`config.mk`:
```
export PLATFORM = sky130hd
export DESIGN_NAME = keypad_scanner
export DESIGN_NICKNAME = d
export VERILOG_FILES = /design/src/rtl/keypad_pkg.sv /design/src/rtl/keypad_sync2.sv /design/src/rtl/keypad_scanner.sv
export SDC_FILE = /design/constraint.sdc
export NUM_CORES = 1
export LEC_CHECK = 0
export ABC_AREA = 1
export CAP_MARGIN = 20
export CORE_MARGIN = 4
export CORE_UTILIZATION = 46
export DETAILED_ROUTE_END_ITERATION = 12
export DONT_BUFFER_PORTS = 1
export GPL_ROUTABILITY_DRIVEN = 0
export SKIP_CTS_REPAIR_TIMING = 1
export SYNTH_ARGS = -nofsm -noshare
export SYNTH_HDL_FRONTEND = slang
export SYNTH_SLANG_ARGS = --single-unit
```
`constraint.sdc`:
```
create_clock -name CLK -period 2.1 [get_ports CLK]
set_input_delay 0.42 -clock CLK [delete_from_list [all_inputs] [get_ports CLK]]
set_output_delay 0.42 -clock CLK [all_outputs]
set_load 0.02 [all_outputs]
```
`src/rtl/keypad_pkg.sv`:
```
// keypad_pkg: shared types and constants for the 4x4 matrix keypad scanner.
// Holds the scanner state encoding, the row/column to key-code map and
// small decode helpers used by keypad_scanner and keypad_sync2.
package keypad_pkg;

   typedef enum logic [1:0] {
      SCAN,
      DEB_PRESS,
      PRESSED,
      DEB_RELEASE
   } state_t;

   localparam logic [3:0] KEY_STAR = 4'hE;
   localparam logic [3:0] KEY_HASH = 4'hF;

   // Idle level of the pulled-up, active-low row lines.
   localparam logic [3:0] ROW_IDLE = 4'hF;

   // KEY_MAP[row][col]; each row is written column 3 down to column 0.
   localparam logic [3:0][3:0][3:0] KEY_MAP = {
      {4'hD, KEY_HASH, 4'h0, KEY_STAR},
      {4'hC, 4'h9,     4'h8, 4'h7},
      {4'hB, 4'h6,     4'h5, 4'h4},
      {4'hA, 4'h3,     4'h2, 4'h1}
   };

   // Index of the lowest-numbered row that reads low (lowest row wins).
   function automatic logic [1:0] lowest_low_row(input logic [3:0] rows);
      logic [1:0] idx;
      idx = 2'd0;
      for (int i = 3; i >= 0; i--) begin
         if (!rows[i]) idx = 2'(i);
      end
      return idx;
   endfunction

   // Codes 0-9 are digits; A-F are function keys.
   function automatic logic is_digit(input logic [3:0] code);
      return (code <= 4'd9);
   endfunction

endpackage

```
`src/rtl/keypad_sync2.sv`:
```
// keypad_sync2: two-flop synchronizer for the asynchronous keypad row lines.
// Resets to the idle (all rows released) level so no phantom press is seen.
module keypad_sync2
   import keypad_pkg::*;
(
   input  logic       clk,
   input  logic       rst,
   input  logic [3:0] d,
   output logic [3:0] q
);

   logic [3:0] sync_p0;

   // Two back-to-back flops: first may go metastable, second feeds the logic.
   always_ff @(posedge clk or posedge rst) begin
      if (rst) begin
         sync_p0 <= ROW_IDLE;
         q       <= ROW_IDLE;
      end else begin
         sync_p0 <= d;
         q       <= sync_p0;
      end
   end

endmodule

```
`src/rtl/keypad_scanner.sv`:
```
// keypad_scanner: scans a 4x4 active-low keypad one column at a time,
// debounces press and release, and emits one decoded code per press.
// Optional auto-repeat of held digit keys is enabled by defining the macro
// KEYPAD_REPEAT_EN; without it no repeat counter exists.
module keypad_scanner
   import keypad_pkg::*;
#(
   parameter int SCAN_DIV        = 5000,
   parameter int DEBOUNCE_CYCLES = 500000,
   parameter int REPEAT_CYCLES   = 25000000
) (
   input  logic       CLK,
   input  logic       RESET,
   input  logic [3:0] ROW_in,
   output logic [3:0] COL_out,
   output logic [3:0] Digit_out,
   output logic       Digit_valid,
   output logic       Func_valid,
   output logic       KeyHeld
);

   localparam int CNT_MAX = (SCAN_DIV > DEBOUNCE_CYCLES) ? SCAN_DIV : DEBOUNCE_CYCLES;
   localparam int CNT_W   = $clog2(CNT_MAX);
   localparam logic [CNT_W-1:0] SCAN_LAST = CNT_W'(SCAN_DIV - 1);
   localparam logic [CNT_W-1:0] DEB_LAST  = CNT_W'(DEBOUNCE_CYCLES - 1);

   if (SCAN_DIV < 4) begin : g_bad_scan_div
      $error("SCAN_DIV must be at least 4");
   end
   if (DEBOUNCE_CYCLES < 2) begin : g_bad_debounce
      $error("DEBOUNCE_CYCLES must be at least 2");
   end
   if (REPEAT_CYCLES < 2) begin : g_bad_repeat
      $error("REPEAT_CYCLES must be at least 2");
   end

   logic [3:0]       rs;
   state_t           state;
   logic [1:0]       col;
   logic [1:0]       row;
   logic [CNT_W-1:0] cnt;
   logic             row_hi;
   logic [3:0]       key_code;

`ifdef KEYPAD_REPEAT_EN
   localparam int RPT_W = $clog2(REPEAT_CYCLES);
   localparam logic [RPT_W-1:0] RPT_LAST = RPT_W'(REPEAT_CYCLES - 1);
   logic [RPT_W-1:0] rep_cnt;
`endif

   keypad_sync2 u_sync (
      .clk (CLK),
      .rst (RESET),
      .d   (ROW_in),
      .q   (rs)
   );

   // Level of the latched row and the code of the latched key position.
   assign row_hi   = rs[row];
   assign key_code = KEY_MAP[row][col];

   // Scan / debounce state machine with registered outputs; the column
   // stays frozen from detection until the press is abandoned or released.
   always_ff @(posedge CLK or posedge RESET) begin
      if (RESET) begin
         state       <= SCAN;
         col         <= 2'd0;
         row         <= 2'd0;
         cnt         <= '0;
         COL_out     <= 4'b1110;
         Digit_out   <= 4'h0;
         Digit_valid <= 1'b0;
         Func_valid  <= 1'b0;
         KeyHeld     <= 1'b0;
`ifdef KEYPAD_REPEAT_EN
         rep_cnt     <= '0;
`endif
      end else begin
         Digit_valid <= 1'b0;
         Func_valid  <= 1'b0;
         case (state)
            SCAN: begin
               if (cnt == SCAN_LAST) begin
                  cnt <= '0;
                  if (rs == ROW_IDLE) begin
                     col     <= col + 2'd1;
                     COL_out <= {COL_out[2:0], COL_out[3]};
                  end else begin
                     row   <= lowest_low_row(rs);
                     state <= DEB_PRESS;
                  end
               end else begin
                  cnt <= cnt + 1'b1;
               end
            end
            DEB_PRESS: begin
               if (row_hi) begin
                  cnt     <= '0;
                  col     <= col + 2'd1;
                  COL_out <= {COL_out[2:0], COL_out[3]};
                  state   <= SCAN;
               end else if (cnt == DEB_LAST) begin
                  cnt       <= '0;
                  Digit_out <= key_code;
                  if (is_digit(key_code)) Digit_valid <= 1'b1;
                  else                    Func_valid  <= 1'b1;
                  KeyHeld   <= 1'b1;
                  state     <= PRESSED;
`ifdef KEYPAD_REPEAT_EN
                  rep_cnt   <= '0;
`endif
               end else begin
                  cnt <= cnt + 1'b1;
               end
            end
            PRESSED: begin
               if (row_hi) begin
                  cnt     <= '0;
                  state   <= DEB_RELEASE;
`ifdef KEYPAD_REPEAT_EN
                  rep_cnt <= '0;
               end else if (is_digit(Digit_out)) begin
                  if (rep_cnt == RPT_LAST) begin
                     rep_cnt     <= '0;
                     Digit_valid <= 1'b1;
                  end else begin
                     rep_cnt <= rep_cnt + 1'b1;
                  end
`endif
               end
            end
            DEB_RELEASE: begin
               if (!row_hi) begin
                  cnt     <= '0;
                  state   <= PRESSED;
`ifdef KEYPAD_REPEAT_EN
                  rep_cnt <= '0;
`endif
               end else if (cnt == DEB_LAST) begin
                  cnt     <= '0;
                  KeyHeld <= 1'b0;
                  col     <= col + 2'd1;
                  COL_out <= {COL_out[2:0], COL_out[3]};
                  state   <= SCAN;
               end else begin
                  cnt <= cnt + 1'b1;
               end
            end
            default: state <= SCAN;
         endcase
      end
   end

endmodule

```
==> results of run 1 <==
-- registers in the layout, summed over array words and instances, names as in the netlist, named ones only --
name	cells
cnt	19
COL_out	4
Digit_out	4
u_sync.q	4
u_sync.sync_p0	4
col	2
row	2
Digit_valid	1
Func_valid	1
KeyHeld	1
state	1
-- final cells by class --
type | instances | area (um2) | share of cell area
clock buffer | 6 | 72.57 | 0.02828
tap | 70 | 87.58 | 0.03413
sequential | 44 | 1115 | 0.4344
inverter | 49 | 183.9 | 0.07167
clock inverter | 1 | 5.005 | 0.001950
timing repair buffer | 3 | 22.52 | 0.008776
multi-input combinational | 219 | 1080 | 0.4208
-- through the flow --
stage	instance area, um2	setup WS [ns]	instances
final	2566	0.2527	392
after global routing	2566	0.07473	392
after CTS	2566	0.2431	392
after detailed placement	2489	0.2853	385
after global placement	2489	0.2741	385
after floorplan	2439	0.6076	320
-- power by group through the flow --
stage | Combinational (uW) | Clock, uW | Sequential (uW)
floorplan | 24.2 | 0 | 879
global placement | 32.7 | 0 | 880
detailed placement | 32.9 | 0 | 881
CTS | 33.1 | 518 | 865
global route | 37.2 | 563 | 866
finish | 31.0 | 497 | 864
-- worst register-to-register path, delay by kind of cell, from the launching register on --
family | cells | cell delay, ns
simple gates | 6 | 0.91
flops | 1 | 0.39
fa+ha+maj | 1 | 0.22
buf+inv | 1 | 0.22
-- logic make-up (layout without fill, tap and decap cells) --
kind of cell    after synthesis  after routing
flops                        44             44
xor+xnor                      4              4
fa+ha+maj                     1              1
compound gates               32             32
simple gates                182            182
buf+inv                      57             59
-- how the worst min path moves through the flow --
stage                           start                end  slack, ns  cells past startpoint
floorplan           u_sync.sync_p0[0]        u_sync.q[0]       0.35                      0
global placement    u_sync.sync_p0[2]        u_sync.q[2]       0.35                      0
detailed placement  u_sync.sync_p0[1]        u_sync.q[1]       0.35                      0
CTS                         ROW_in[3]  u_sync.sync_p0[3]       0.10                      0
global route                ROW_in[3]  u_sync.sync_p0[3]       0.09                      0
finish                      ROW_in[3]  u_sync.sync_p0[3]       0.11                      0
-- cell usage after synthesis, types with 5 or more instances --
cell,instances
o21ai_2,8
nor2_2,5
inv_1,46
nand4_1,10
a21oi_1,11
nor2_1,45
dfrtp_1,33
nand2_2,7
nand3_1,21
o21ai_0,7
nor3_1,7
dfstp_2,11
nand2_1,76
-- routing by layer --
| layer | track usage | routed length (um) | up-vias |
|---|---|---|---|
| met1 | 0.2167 | 2248 | 907 |
| met5 | 0 | 0 | - |
| met2 | 0.2644 | 2154 | 38 |
| met3 | 0.04545 | 189 | 5 |
| li1 | - | - | 1007 |
| met4 | 0.05068 | 63 | 0 |
==> impl_metrics.yaml, run 1 <==
status:
  status: "complete, no violations"
critical_path:
  reg2reg_slack_ns: 0.25
  required_ns: 2.28
  worstReg2RegStart: "cnt[1]"
  cp_slowest_stage_delay_ns: 0.39
  end_kind: "flip-flop"
  path_cells: "ha_1, nand3_1, nor3_1, nand3_1, nand2_2, nand3_2, inv_2, nor3_1"
  worstSetupPathType: "flip-flop to flip-flop"
  reg2regPathDepth: 8
  startpoint: "cnt[1]"
  cpLargestDelayFamily: "simple AND/OR/NAND/NOR gates"
  critPathArrivalTime_ns: 2.03
  worst_path_max_delay_cell: "dfrtp_1"
  path_buf_inv: 1
  endpoint: "cnt[6]"
  r2r-end: "cnt[6]"
  start_kind: "flip-flop"
  path_depth: 8
  cp_max_fo: 11
floorplan:
  die_x_um: 80.81
  start_util: 0.4775
  num_io_pins: 17
  core_area_um2: 5107
  dieArea_um2: 6530
  die_h_um: 80.81
  rows: 26
hold_path:
  hp-class: "primary input to flip-flop"
logic_synthesis:
  synth-xor-area-share: 0.01437
  yosysSeqAreaShare: 0.4572
  ys_async_sr_fraction: 1.000
  ys_types: 36
  yosys_warnings: 0
  ys_seq_elements: 44
  synth_edf_count: 0
  yosysTopAreaCell: "dfrtp_1"
  ys.flop_type: "dfrtp_1"
  post_synth_mux_area_share: 0
  synth-simple-area-share: 0.3417
  syn-num-nets: 327
  synth_compound_area_frac: 0.08158
  syn_avg_cell_area_um2: 7.621
  synth_fa_ha_area_frac: 0.005131
  synth_area_um2: 2439
  synthTopCellsByArea: "dfrtp_1 (34%), dfstp_2 (12%), nand2_1 (12%)"
  synth_top_area_frac: 0.3386
  synth_top_family_by_area: "simple AND/OR/NAND/NOR gates"
  syn_inst: 320
placement:
  portBuffers: 0
  place_hpwl_mm: 3.437
sta:
  hold_viol_final: 0
  setup_viol: 0
  slew_viol_final: 0
  rsz0062_at_grt: "false"
  fin_skew_ns: 0.003472
  slew_headroom: 0.6330
  max_freq_ghz: 0.5413
  post-route-min-period_ns: 1.847
  fin_crit_sh: 0.8797
  whs_ns: 0.1149
  tightestPinTransition_ns: 0.5505
  finalSetupTns_ns: 0
global_route:
  grt_pass1_vias: 1823
  antenna_found_initial: 0
  track_usage: 0.1647
  grt_pass1_wl_mm: 8.307
  grt_overflow: 0
  grt_start_max_net_pins: 45
finish:
  num_antenna_cells: 0
  layout_common_cells: "nand2_1 (76), inv_1 (45), nor2_1 (45)"
  fin_nets: 329
  fillers: 516
  drive_above_1_share: 0.1522
  syn2layout_area_growth_pct: 5.233
  fin_util: 0.5025
  final_common_cell: "nand2_1"
clock_network:
  clock_latency_ns: 0.29
  root_buffer: "clkbuf_8"
  cts_buffers: 5
  cts_buffer_depth: 2
  htreeDepth: 2
  cts.reportedPaths.clkPinSlew_ns: 0.08
  clock_sinks: 44
  cts_tree: "done"
route:
  postRouteAntennaNets: 0
  viasPerCell: 4.992
  wl_per_cell_um: 11.88
  drt_iter0_markers: 89
  num_vias: 1957
  wirelength_mm: 4.655
  drc_errors: 0
  dr.pass1.iters: 4
pwr:
  clkPwrFrac: 0.357
  peakVddDrop_mv: 0.2699
  leakagePower_uw: 0.001268
  power.share.sequential: 0.621
  powerDensity_nw_per_um2: 542.8
  intPower_uw: 1094
  switching_share: 0.2149
  switchingPower_uw: 299.3
  comb_power_share: 0.022
  power_uw: 1393
job:
  max_cap_viol_count: 0
Power figures use the tool's default switching activity.
==> run 2, diff against run 1 <==
Settings changed: HOLD_SLACK_MARGIN set to 0.15.
==> run 2 against run 1 <==
Against the previous run: die area unchanged; register-to-register slack about the same; flip-flop and latch count unchanged; count of clock-buffer cells in the layout unchanged; final area increased by 1.6%; sequential share of layout area decreased by 0.67 points; setup slack improved by 0.0077 ns; wire length increased by 1.3%; power increased by 0.20%.
==> impl_metrics.yaml, run 2 (synthesis gave the netlist of run 1 again) <==
critical_path:
  worst_path_max_delay_cell: "dfrtp_1"
  critPathArrivalTime_ns: 2.02
  cp_slowest_stage_delay_ns: 0.39
  path_cells: "ha_1, nand3_1, nor3_1, nand3_1, nand2_2, nand3_2, inv_2, nor3_1"
  worstSetupPathType: "flip-flop to flip-flop"
  path_buf_inv: 1
  cpLargestDelayFamily: "simple AND/OR/NAND/NOR gates"
  required_ns: 2.28
  end_kind: "flip-flop"
  cp_max_fo: 11
  start_kind: "flip-flop"
clock_network:
  clock_sinks: 44
  cts_buffer_depth: 2
  root_buffer: "clkbuf_8"
  htreeDepth: 2
  cts_tree: "done"
  cts_buffers: 5
  cts.reportedPaths.clkPinSlew_ns: 0.08
  clock_latency_ns: 0.29
floorplan:
  core_area_um2: 5107
  dieArea_um2: 6530
  start_util: 0.4775
  rows: 26
  die_h_um: 80.81
  num_io_pins: 17
  die_x_um: 80.81
sta:
  finalSetupTns_ns: 0
  slew_headroom: 0.6281
  slew_viol_final: 0
  fin_skew_ns: 0.003915
  setup_viol: 0
  rsz0062_at_grt: "false"
  hold_viol_final: 0
  fin_crit_sh: 0.8760
  tightestPinTransition_ns: 0.5578
  post-route-min-period_ns: 1.840
  max_freq_ghz: 0.5436
  whs_ns: 0.1383
  setup_slack_ns: 0.2604
finish:
  final_design_area_no_fill_um2: 2606
  fillers: 515
  num_antenna_cells: 0
  drive_above_1_share: 0.1503
  layout_common_cells: "nand2_1 (76), inv_1 (45), nor2_1 (45)"
  regMostFlops: "cnt"
  fin_nets: 333
  final_common_cell: "nand2_1"
  largest_register_ffs: 19
  syn2layout_area_growth_pct: 6.875
pwr:
  leakagePower_uw: 0.001285
  power.share.sequential: 0.619
  powerDensity_nw_per_um2: 535.5
  switching_share: 0.2129
  comb_power_share: 0.027
  peakVddDrop_mv: 0.2840
  switchingPower_uw: 297.2
  clkPwrFrac: 0.354
  intPower_uw: 1098
global_route:
  track_usage: 0.1647
  grt_start_max_net_pins: 45
  grt_pass1_vias: 1823
  antenna_found_initial: 0
  grt_pass1_wl_mm: 8.307
  grt_overflow: 0
placement:
  place_hpwl_mm: 3.437
  portBuffers: 0
  dp_slack_ns: 0.2853
  dpl_cell_area_um2: 2489
route:
  postRouteAntennaNets: 0
  wl_per_cell_um: 11.91
  num_vias: 1984
  wirelength_mm: 4.715
  drt_iter0_markers: 102
  viasPerCell: 5.010
  dr.pass1.iters: 4
  drc_errors: 0
hold_path:
  hp-class: "primary input to async pin"
status:
  status: "complete, no violations"
job:
  max_cap_viol_count: 0
==> run 2: cell types whose count changed in the layout (fill, tap and decap cells not counted) <==
| cell | delta |
|---|---|
| dlygate4sd3_1 | +4 |
==> run 2: layout make-up <==
| type | instances | area, um2 | area share |
|---|---|---|---|
| Tap cell | 70 | 87.58 | 0.03361 |
| Multi-Input combinational cell | 219 | 1080 | 0.4143 |
| Clock inverter | 1 | 5.005 | 0.001920 |
| Sequential cell | 44 | 1115 | 0.4277 |
| Timing Repair Buffer | 7 | 62.56 | 0.02400 |
| Inverter | 49 | 183.9 | 0.07057 |
| Clock buffer | 6 | 72.57 | 0.02784 |
==> run 2: worst paths after layout <==
| path | start | endpoint | slack [ns] | depth (start not counted) |
|---|---|---|---|---|
| max in group asynchronous | RESET | cnt[6] | 1.57 | 2 |
| min reg2reg | u_sync.sync_p0[1] | u_sync.q[1] | 0.36 | 0 |
| min | RESET | cnt[3] | 0.14 | 2 |
| max | cnt[1] | cnt[6] | 0.26 | 8 |
| max reg2reg | cnt[1] | cnt[6] | 0.26 | 8 |
| min in group CLK | u_sync.sync_p0[1] | u_sync.q[1] | 0.36 | 0 |
==> run 2: power by group through the flow <==
stage	registers (uW)	clock network, uW	logic (uW)
after floorplan	879	0	24.2
after CTS	865	518	33.1
after detailed placement	881	0	32.9
after global placement	880	0	32.7
after global routing	865	561	44.0
final	864	494	37.4
==> run 2: stage by stage <==
step	total power [uW]	std cells	utilization
finish	1396	396	0.5103
global route	1470	396	0.5103
CTS	1416	392	0.5025
detailed placement	913.4	385	0.4873
global placement	913.1	385	0.4873
floorplan	903.7	320	-
==> run 2: per-layer routing <==
layer / GRT usage / vias to the layer above / part of all wire
met3: 0.04545 / 2 / 0.041
met1: 0.2167 / 926 / 0.48
met4: 0.05068 / 0 / 0.0053
met2: 0.2644 / 40 / 0.47
li1: - / 1016 / -
met5: 0 / - / 0
